**src/rtl/game_ctrl_fsm_if.sv**
```systemverilog
// Game controller bus: raw/strobe inputs from the board and physics, game status outputs.
// master drives the inputs (top level / bench), slave is the controller.
interface game_ctrl_fsm_if #(
  parameter int SCORE_W = 10
);
  logic               tick;
  logic               flap_button;
  logic               paused;
  logic               collision;
  logic               pipe_passed;
  logic [1:0]         game_state;
  logic               game_rst;
  logic               game_tick_en;
  logic               flap_pulse;
  logic [SCORE_W-1:0] current_score;
  logic [SCORE_W-1:0] highest_score;

  modport master (
    output tick, flap_button, paused, collision, pipe_passed,
    input  game_state, game_rst, game_tick_en, flap_pulse, current_score, highest_score
  );

  modport slave (
    input  tick, flap_button, paused, collision, pipe_passed,
    output game_state, game_rst, game_tick_en, flap_pulse, current_score, highest_score
  );
endinterface

```
**src/rtl/game_ctrl_fsm.sv**
```systemverilog
// Flappy Bird game sequencer: IDLE/PLAY/PAUSE/OVER FSM, flap conditioning, tick gating, scores.
// Define FLAP_DEBOUNCE_EN to insert a DEBOUNCE_CYCLES stability filter on the synchronised flap level.
module game_ctrl_fsm #(
  parameter int SCORE_W         = 10,
  parameter int SCORE_MAX       = 999,
  parameter int DEAD_TICKS      = 50,
  parameter int DEBOUNCE_CYCLES = 1000000
) (
  input  logic           clk,
  input  logic           clr,
  game_ctrl_fsm_if.slave bus
);

  typedef enum logic [1:0] {
    ST_IDLE  = 2'd0,
    ST_PLAY  = 2'd1,
    ST_PAUSE = 2'd2,
    ST_OVER  = 2'd3
  } state_e;

  localparam logic [SCORE_W-1:0] SCORE_MAX_C  = SCORE_W'(SCORE_MAX);
  localparam logic [SCORE_W-1:0] DEAD_TICKS_C = SCORE_W'(DEAD_TICKS);

  state_e             state_q;
  logic               flap_s1_q;
  logic               flap_s2_q;
  logic               pause_s1_q;
  logic               pause_s2_q;
  logic               flap_lvl_q;
  logic               game_rst_q;
  logic               flap_pulse_q;
  logic [SCORE_W-1:0] cur_q;
  logic [SCORE_W-1:0] high_q;
  logic [SCORE_W-1:0] dead_q;
  logic               flap_filt;
  logic               press;

`ifdef FLAP_DEBOUNCE_EN
  localparam int DB_W = (DEBOUNCE_CYCLES > 1) ? $clog2(DEBOUNCE_CYCLES) : 1;
  localparam logic [DB_W-1:0] DB_LAST = DB_W'(DEBOUNCE_CYCLES - 1);

  logic            filt_q;
  logic [DB_W-1:0] db_cnt_q;

  // The filtered level follows the synchronised level only after it has
  // disagreed for DEBOUNCE_CYCLES consecutive clocks; any agreement restarts.
  always_ff @(posedge clk) begin
    if (clr) begin
      filt_q   <= 1'b0;
      db_cnt_q <= '0;
    end else if (flap_s2_q == filt_q) begin
      db_cnt_q <= '0;
    end else if (db_cnt_q == DB_LAST) begin
      filt_q   <= flap_s2_q;
      db_cnt_q <= '0;
    end else begin
      db_cnt_q <= db_cnt_q + DB_W'(1);
    end
  end

  assign flap_filt = filt_q;
`else
  assign flap_filt = flap_s2_q;
`endif

  assign press = flap_filt & ~flap_lvl_q;

  always_ff @(posedge clk) begin
    if (clr) begin
      state_q      <= ST_IDLE;
      flap_s1_q    <= 1'b0;
      flap_s2_q    <= 1'b0;
      pause_s1_q   <= 1'b0;
      pause_s2_q   <= 1'b0;
      flap_lvl_q   <= 1'b0;
      game_rst_q   <= 1'b1;
      flap_pulse_q <= 1'b0;
      cur_q        <= '0;
      high_q       <= '0;
      dead_q       <= '0;
    end else begin
      flap_s1_q    <= bus.flap_button;
      flap_s2_q    <= flap_s1_q;
      pause_s1_q   <= bus.paused;
      pause_s2_q   <= pause_s1_q;
      flap_lvl_q   <= flap_filt;
      game_rst_q   <= 1'b0;
      flap_pulse_q <= 1'b0;

      case (state_q)
        ST_IDLE: begin
          // The starting press launches the run and is not a flap.
          if (press) begin
            state_q    <= ST_PLAY;
            game_rst_q <= 1'b1;
            cur_q      <= '0;
          end
        end
        ST_PLAY: begin
          if (bus.collision) begin
            state_q <= ST_OVER;
            high_q  <= (cur_q > high_q) ? cur_q : high_q;
            dead_q  <= DEAD_TICKS_C;
          end else begin
            if (pause_s2_q) begin
              state_q <= ST_PAUSE;
            end else begin
              flap_pulse_q <= press;
            end
            if (bus.pipe_passed && (cur_q < SCORE_MAX_C)) begin
              cur_q <= cur_q + SCORE_W'(1);
            end
          end
        end
        ST_PAUSE: begin
          if (!pause_s2_q) begin
            state_q <= ST_PLAY;
          end
        end
        ST_OVER: begin
          // Presses are swallowed until the dead time has run out.
          if (dead_q != '0) begin
            if (bus.tick) begin
              dead_q <= dead_q - SCORE_W'(1);
            end
          end else if (press) begin
            state_q    <= ST_IDLE;
            game_rst_q <= 1'b1;
          end
        end
        default: state_q <= ST_IDLE;
      endcase
    end
  end

  assign bus.game_state    = state_q;
  assign bus.game_rst      = game_rst_q;
  assign bus.game_tick_en  = bus.tick & (state_q == ST_PLAY);
  assign bus.flap_pulse    = flap_pulse_q;
  assign bus.current_score = cur_q;
  assign bus.highest_score = high_q;

endmodule

```
**src/flat_wrapper.sv**
```systemverilog
// flat-port wrapper written by rule: the top's interface ports become plain ports
module game_ctrl_fsm_flat 
#(
  parameter int SCORE_W         = 10,
  parameter int SCORE_MAX       = 999,
  parameter int DEAD_TICKS      = 50,
  parameter int DEBOUNCE_CYCLES = 1000000
)
  (clk, clr, bus_tick, bus_flap_button, bus_paused, bus_collision, bus_pipe_passed, bus_game_state, bus_game_rst, bus_game_tick_en, bus_flap_pulse, bus_current_score, bus_highest_score);
  game_ctrl_fsm_if #(.SCORE_W(SCORE_W)) bus_i ();
  input  logic clk;
  input  logic clr;
  input wire logic [$bits(bus_i.tick)-1:0] bus_tick;
  input wire logic [$bits(bus_i.flap_button)-1:0] bus_flap_button;
  input wire logic [$bits(bus_i.paused)-1:0] bus_paused;
  input wire logic [$bits(bus_i.collision)-1:0] bus_collision;
  input wire logic [$bits(bus_i.pipe_passed)-1:0] bus_pipe_passed;
  output wire logic [$bits(bus_i.game_state)-1:0] bus_game_state;
  output wire logic [$bits(bus_i.game_rst)-1:0] bus_game_rst;
  output wire logic [$bits(bus_i.game_tick_en)-1:0] bus_game_tick_en;
  output wire logic [$bits(bus_i.flap_pulse)-1:0] bus_flap_pulse;
  output wire logic [$bits(bus_i.current_score)-1:0] bus_current_score;
  output wire logic [$bits(bus_i.highest_score)-1:0] bus_highest_score;
  assign bus_i.tick = bus_tick;
  assign bus_i.flap_button = bus_flap_button;
  assign bus_i.paused = bus_paused;
  assign bus_i.collision = bus_collision;
  assign bus_i.pipe_passed = bus_pipe_passed;
  assign bus_game_state = bus_i.game_state;
  assign bus_game_rst = bus_i.game_rst;
  assign bus_game_tick_en = bus_i.game_tick_en;
  assign bus_flap_pulse = bus_i.flap_pulse;
  assign bus_current_score = bus_i.current_score;
  assign bus_highest_score = bus_i.highest_score;
  game_ctrl_fsm #(.SCORE_W(SCORE_W), .SCORE_MAX(SCORE_MAX), .DEAD_TICKS(DEAD_TICKS), .DEBOUNCE_CYCLES(DEBOUNCE_CYCLES)) u_core (.clk(clk), .clr(clr), .bus(bus_i));
endmodule
```
**config.mk**
```make
export PLATFORM = sky130hd
export DESIGN_NAME = game_ctrl_fsm_flat
export DESIGN_NICKNAME = d
export VERILOG_FILES = /design/src/rtl/game_ctrl_fsm_if.sv /design/src/rtl/game_ctrl_fsm.sv /design/src/flat_wrapper.sv
export SDC_FILE = /design/constraint.sdc
export NUM_CORES = 1
export LEC_CHECK = 0
export BUFFER_PORTS_ARGS = -buffer_cell sky130_fd_sc_hd__buf_4
export CAP_MARGIN = 20
export CORE_ASPECT_RATIO = 0.9
export CORE_MARGIN = 2
export CORE_UTILIZATION = 42
export CTS_CLUSTER_DIAMETER = 30
export DETAILED_ROUTE_END_ITERATION = 7
export PLACE_DENSITY = 0.67
export SLEW_MARGIN = 20
export SYNTH_ARGS = -nofsm -noshare
export SYNTH_HDL_FRONTEND = slang
export SYNTH_SLANG_ARGS = --single-unit
export TNS_END_PERCENT = 50
```
**constraint.sdc**
```tcl
create_clock -name clk -period 2.1 [get_ports clk]
set_clock_uncertainty 0.1 [all_clocks]
set_input_delay 0.315 -clock clk [delete_from_list [all_inputs] [get_ports clk]]
set_output_delay 0.315 -clock clk [all_outputs]
set_load 0.01 [all_outputs]
```
==> run_results.csv <==
group,metric,value,unit
outcome,status,"completed",
clock_tree,clock_latency,0.30,ns
clock_tree,cts_tree,"yes",
route,wl_met2,2357,µm
place,dp_hpwl,3767,µm
synth,syn_area,2153,µm²
route,wirelength,5066,µm
synth,seq_area_frac_synth,36.26,%
place,dp.cells,371,
route,firstDrtPassIters,4,
global_routing,grt_pass1_vias,1853,
finish,nets,341,
floorplan,row_count,24,
finish,drive_gt1_share,32.08,%
timing,worst_pin_slew,0.3642,ns
timing,timing.hold.ws,0.1241,ns
worst_setup_path,start_kind,"flip-flop",
floorplan,ios,32,
clock_tree,cts_buffers,5,
flow_run,drv_cap,0,
route,drc,0,
synth,yosys_warnings,0,
synth,syn-num-nets,276,
pwr,ir_drop,0.0004765,V
worst_setup_path,crit_fanout,5,
synth,synth_seq_cells,39,
clock_tree,cts.path.max_buffers,2,
synth,avgSynthCellArea,8.545,µm²
route,wl_met1,2397,µm
timing,fmax,0.4947,GHz
timing,setup-tns-final,0,ns
global_routing,antenna_found_initial,0,
route,wl_met3,271,µm
pwr,power.density,820.2,nW/µm²
place,place.gp.congestion,0.7955,
timing,final_max_slew_viol_count,0,
floorplan,fp.dieArea,5717,µm²
floorplan,core-area,4895,µm²
clock_tree,clock_sinks,39,
floorplan,fp.dieH,71.93,µm
route,ant_nets,0,
route,routed.top_layer,"met4",
clock_tree,cts_root_buf,"clkbuf_8",
global_routing,grt_pass1_wl,8431,µm
route,avgViaCountPerCell,5.188,
worst_setup_path,end_kind,"flip-flop",
global_routing,grt_max_degree,22,
timing,finalHoldViolCount,0,
finish,antenna_cells,0,
floorplan,start_util,43.99,%
min_path,hp-class,"in2reg",
route,wl_per_cell,13.23,µm
timing,rsz0062_at_grt,"no",
timing,slew_headroom,75.03,%
global_routing,overflow,0,
worst_setup_path,arrival,2.15,ns
timing,finalCritPeriodShare,96.25,%
finish,stdcell_count,383,
global_routing,track_usage,18.65,%
timing,setup_viol,0,
clock_tree,path_clk_slew,0.08,ns
worst_setup_path,worstPathRequired,2.23,ns
floorplan,fp.dieW,79.48,µm
synth,synth_cell_type_count,45,
finish,fill_cells,442,
route,drtIter0Drc,110,
route,vias,1987,
pwr,p_leak,1.190,nW
worst_setup_path,worstSetupPathType,"reg2reg",
finish,utilization,58.87,%
place,portBuffers,31,
finish,fin_area,2882,µm²
finish,areaGrowthSynthToFinish,33.82,%
clock_tree,h-tree-depth,2,
timing,finalCriticalPeriod,2.021,ns
place,placed_area,2684,µm²
synth,synthCells,252,
## sequential cells by signal, indices dropped and copies added (netlist names)
signal	flops
u_core.pause_s2_q	1
u_core.bus.highest_score	10
u_core.bus.game_rst	1
u_core.bus.current_score	10
u_core.pause_s1_q	1
u_core.flap_s1_q	1
u_core.flap_filt	1
u_core.bus.game_state	2
u_core.flap_lvl_q	1
u_core.dead_q	10
u_core.bus.flap_pulse	1
## cells in the mapped netlist
cell / n / area (µm²)
a2111oi_0: 1 / 8.760
a211o_1: 1 / 8.760
a211oi_1: 5 / 37.54
a21o_1: 2 / 15.01
a21oi_1: 8 / 40.04
a221o_1: 1 / 10.01
a311oi_1: 1 / 8.760
a31oi_1: 1 / 6.260
a41o_1: 1 / 10.01
and2_1: 1 / 6.260
and3_1: 3 / 18.77
buf_2: 3 / 15.01
clkbuf_1: 8 / 30.03
dfxtp_1: 39 / 780.8
ha_1: 17 / 212.7
inv_1: 18 / 67.56
mux2i_1: 14 / 140.1
nand2_1: 33 / 123.9
nand2b_1: 5 / 31.28
nand3_1: 11 / 55.05
nand3_2: 2 / 20.02
nand4_1: 12 / 75.07
nand4b_1: 2 / 17.52
nor2_1: 17 / 63.81
nor2_4: 1 / 11.26
nor2b_1: 6 / 37.54
nor2b_2: 1 / 8.760
nor3_1: 5 / 25.02
nor3_2: 1 / 10.01
nor3b_1: 1 / 7.510
nor4_1: 2 / 12.51
nor4_2: 2 / 25.02
nor4b_1: 4 / 35.03
nor4bb_1: 1 / 10.01
o211ai_1: 4 / 30.03
o21ai_0: 2 / 10.01
o21ai_1: 1 / 5.000
o221ai_1: 1 / 8.760
o31ai_1: 2 / 15.01
or2_1: 1 / 6.260
or2_2: 1 / 6.260
or3_1: 1 / 6.260
or4_1: 1 / 7.510
or4_4: 1 / 11.26
xor2_1: 7 / 61.31
## final cells by class
type | count | area, µm² | area share, %
clock inverter | 1 | 7.507 | 0.2605
timing repair buffer | 69 | 518.0 | 17.98
multi-input combinational | 184 | 1325 | 45.98
sequential | 39 | 785.8 | 27.27
tap | 65 | 81.33 | 2.822
clock buffer | 7 | 96.34 | 3.343
inverter | 18 | 67.56 | 2.345
## where the power goes
group	leakage (nW)	internal (W)	total [W]	switching (W)
sequential	0.319	0.000824	0.000929	0.000105
combinational	0.821	0.000413	0.000857	0.000444
clock	0.0505	0.000299	0.000577	0.000278
total	1.19	0.00154	0.00236	0.000828
## cell usage in the layout (no fill, tap or decap), drive strengths merged, types with 8 or more instances in the layout
| cell type | count |
|---|---|
| a21oi | 8 |
| buf | 69 |
| dfxtp | 39 |
| ha | 17 |
| inv | 18 |
| mux2i | 14 |
| nand2 | 33 |
| nand3 | 13 |
| nand4 | 12 |
| nor2 | 18 |
## final timing paths
| check | cells past startpoint | start | slack, ns | endpoint |
|---|---|---|---|---|
| setup / recovery | 8 | u_core.bus.highest_score[9]$_SDFFE_PP0P_ | 0.08 | u_core.bus.highest_score[3]$_SDFFE_PP0P_ |
| hold / removal | 2 | bus_paused | 0.12 | u_core.pause_s1_q$_SDFF_PP0_ |
| setup reg to reg | 8 | u_core.bus.highest_score[9]$_SDFFE_PP0P_ | 0.08 | u_core.bus.highest_score[3]$_SDFFE_PP0P_ |
| hold reg to reg | 1 | u_core.flap_s1_q$_SDFF_PP0_ | 0.34 | u_core.flap_filt$_SDFF_PP0_ |
## metal layers
metal  global-route usage (%)  vias up
li1                         -     1019
met1                    25.04      921
met2                    29.23       43
met3                    5.721        4
met4                    5.172        0
met5                        0        -
## metrics by stage
| step | power [W] | worst slack [ns] |
|---|---|---|
| 3_5_place_dp | 0.001793 | -0.4803 |
| 4_1_cts | 0.002372 | 0.02843 |
| 6_report | 0.002363 | 0.07871 |
| 2_1_floorplan | 0.001540 | 0.1058 |
| 3_3_place_gp | 0.001779 | -0.3608 |
| 5_1_grt | 0.002522 | 0.007577 |
## repair_timing
action	4_1_cts	5_1_grt
hold buffers	0	0
buffers inserted	2	2
pin swaps	1	5
setup endpoints to repair	10	22
gates resized for setup	1	15
## cell families (layout without fill, tap and decap cells)
| kind of cell | Yosys count | in the layout | synth area share [%] |
|---|---|---|---|
| simple gates | 115 | 115 | 29.34 |
| flops | 39 | 39 | 36.26 |
| compound gates | 31 | 31 | 9.936 |
| buf+inv | 29 | 95 | 5.229 |
| fa+ha+maj | 17 | 17 | 9.878 |
| mux | 14 | 14 | 6.508 |
| xor+xnor | 7 | 7 | 2.847 |
## critical path, stage by stage, from the launching register on
cell       delay [ns]
dfxtp_2          0.34
inv_2            0.04
ha_4             0.26
nand4_1          0.17
a211oi_2         0.27
a2111oi_2        0.06
a311oi_2         0.30
buf_4            0.22
mux2i_1          0.19
Power figures use the tool's default switching activity.
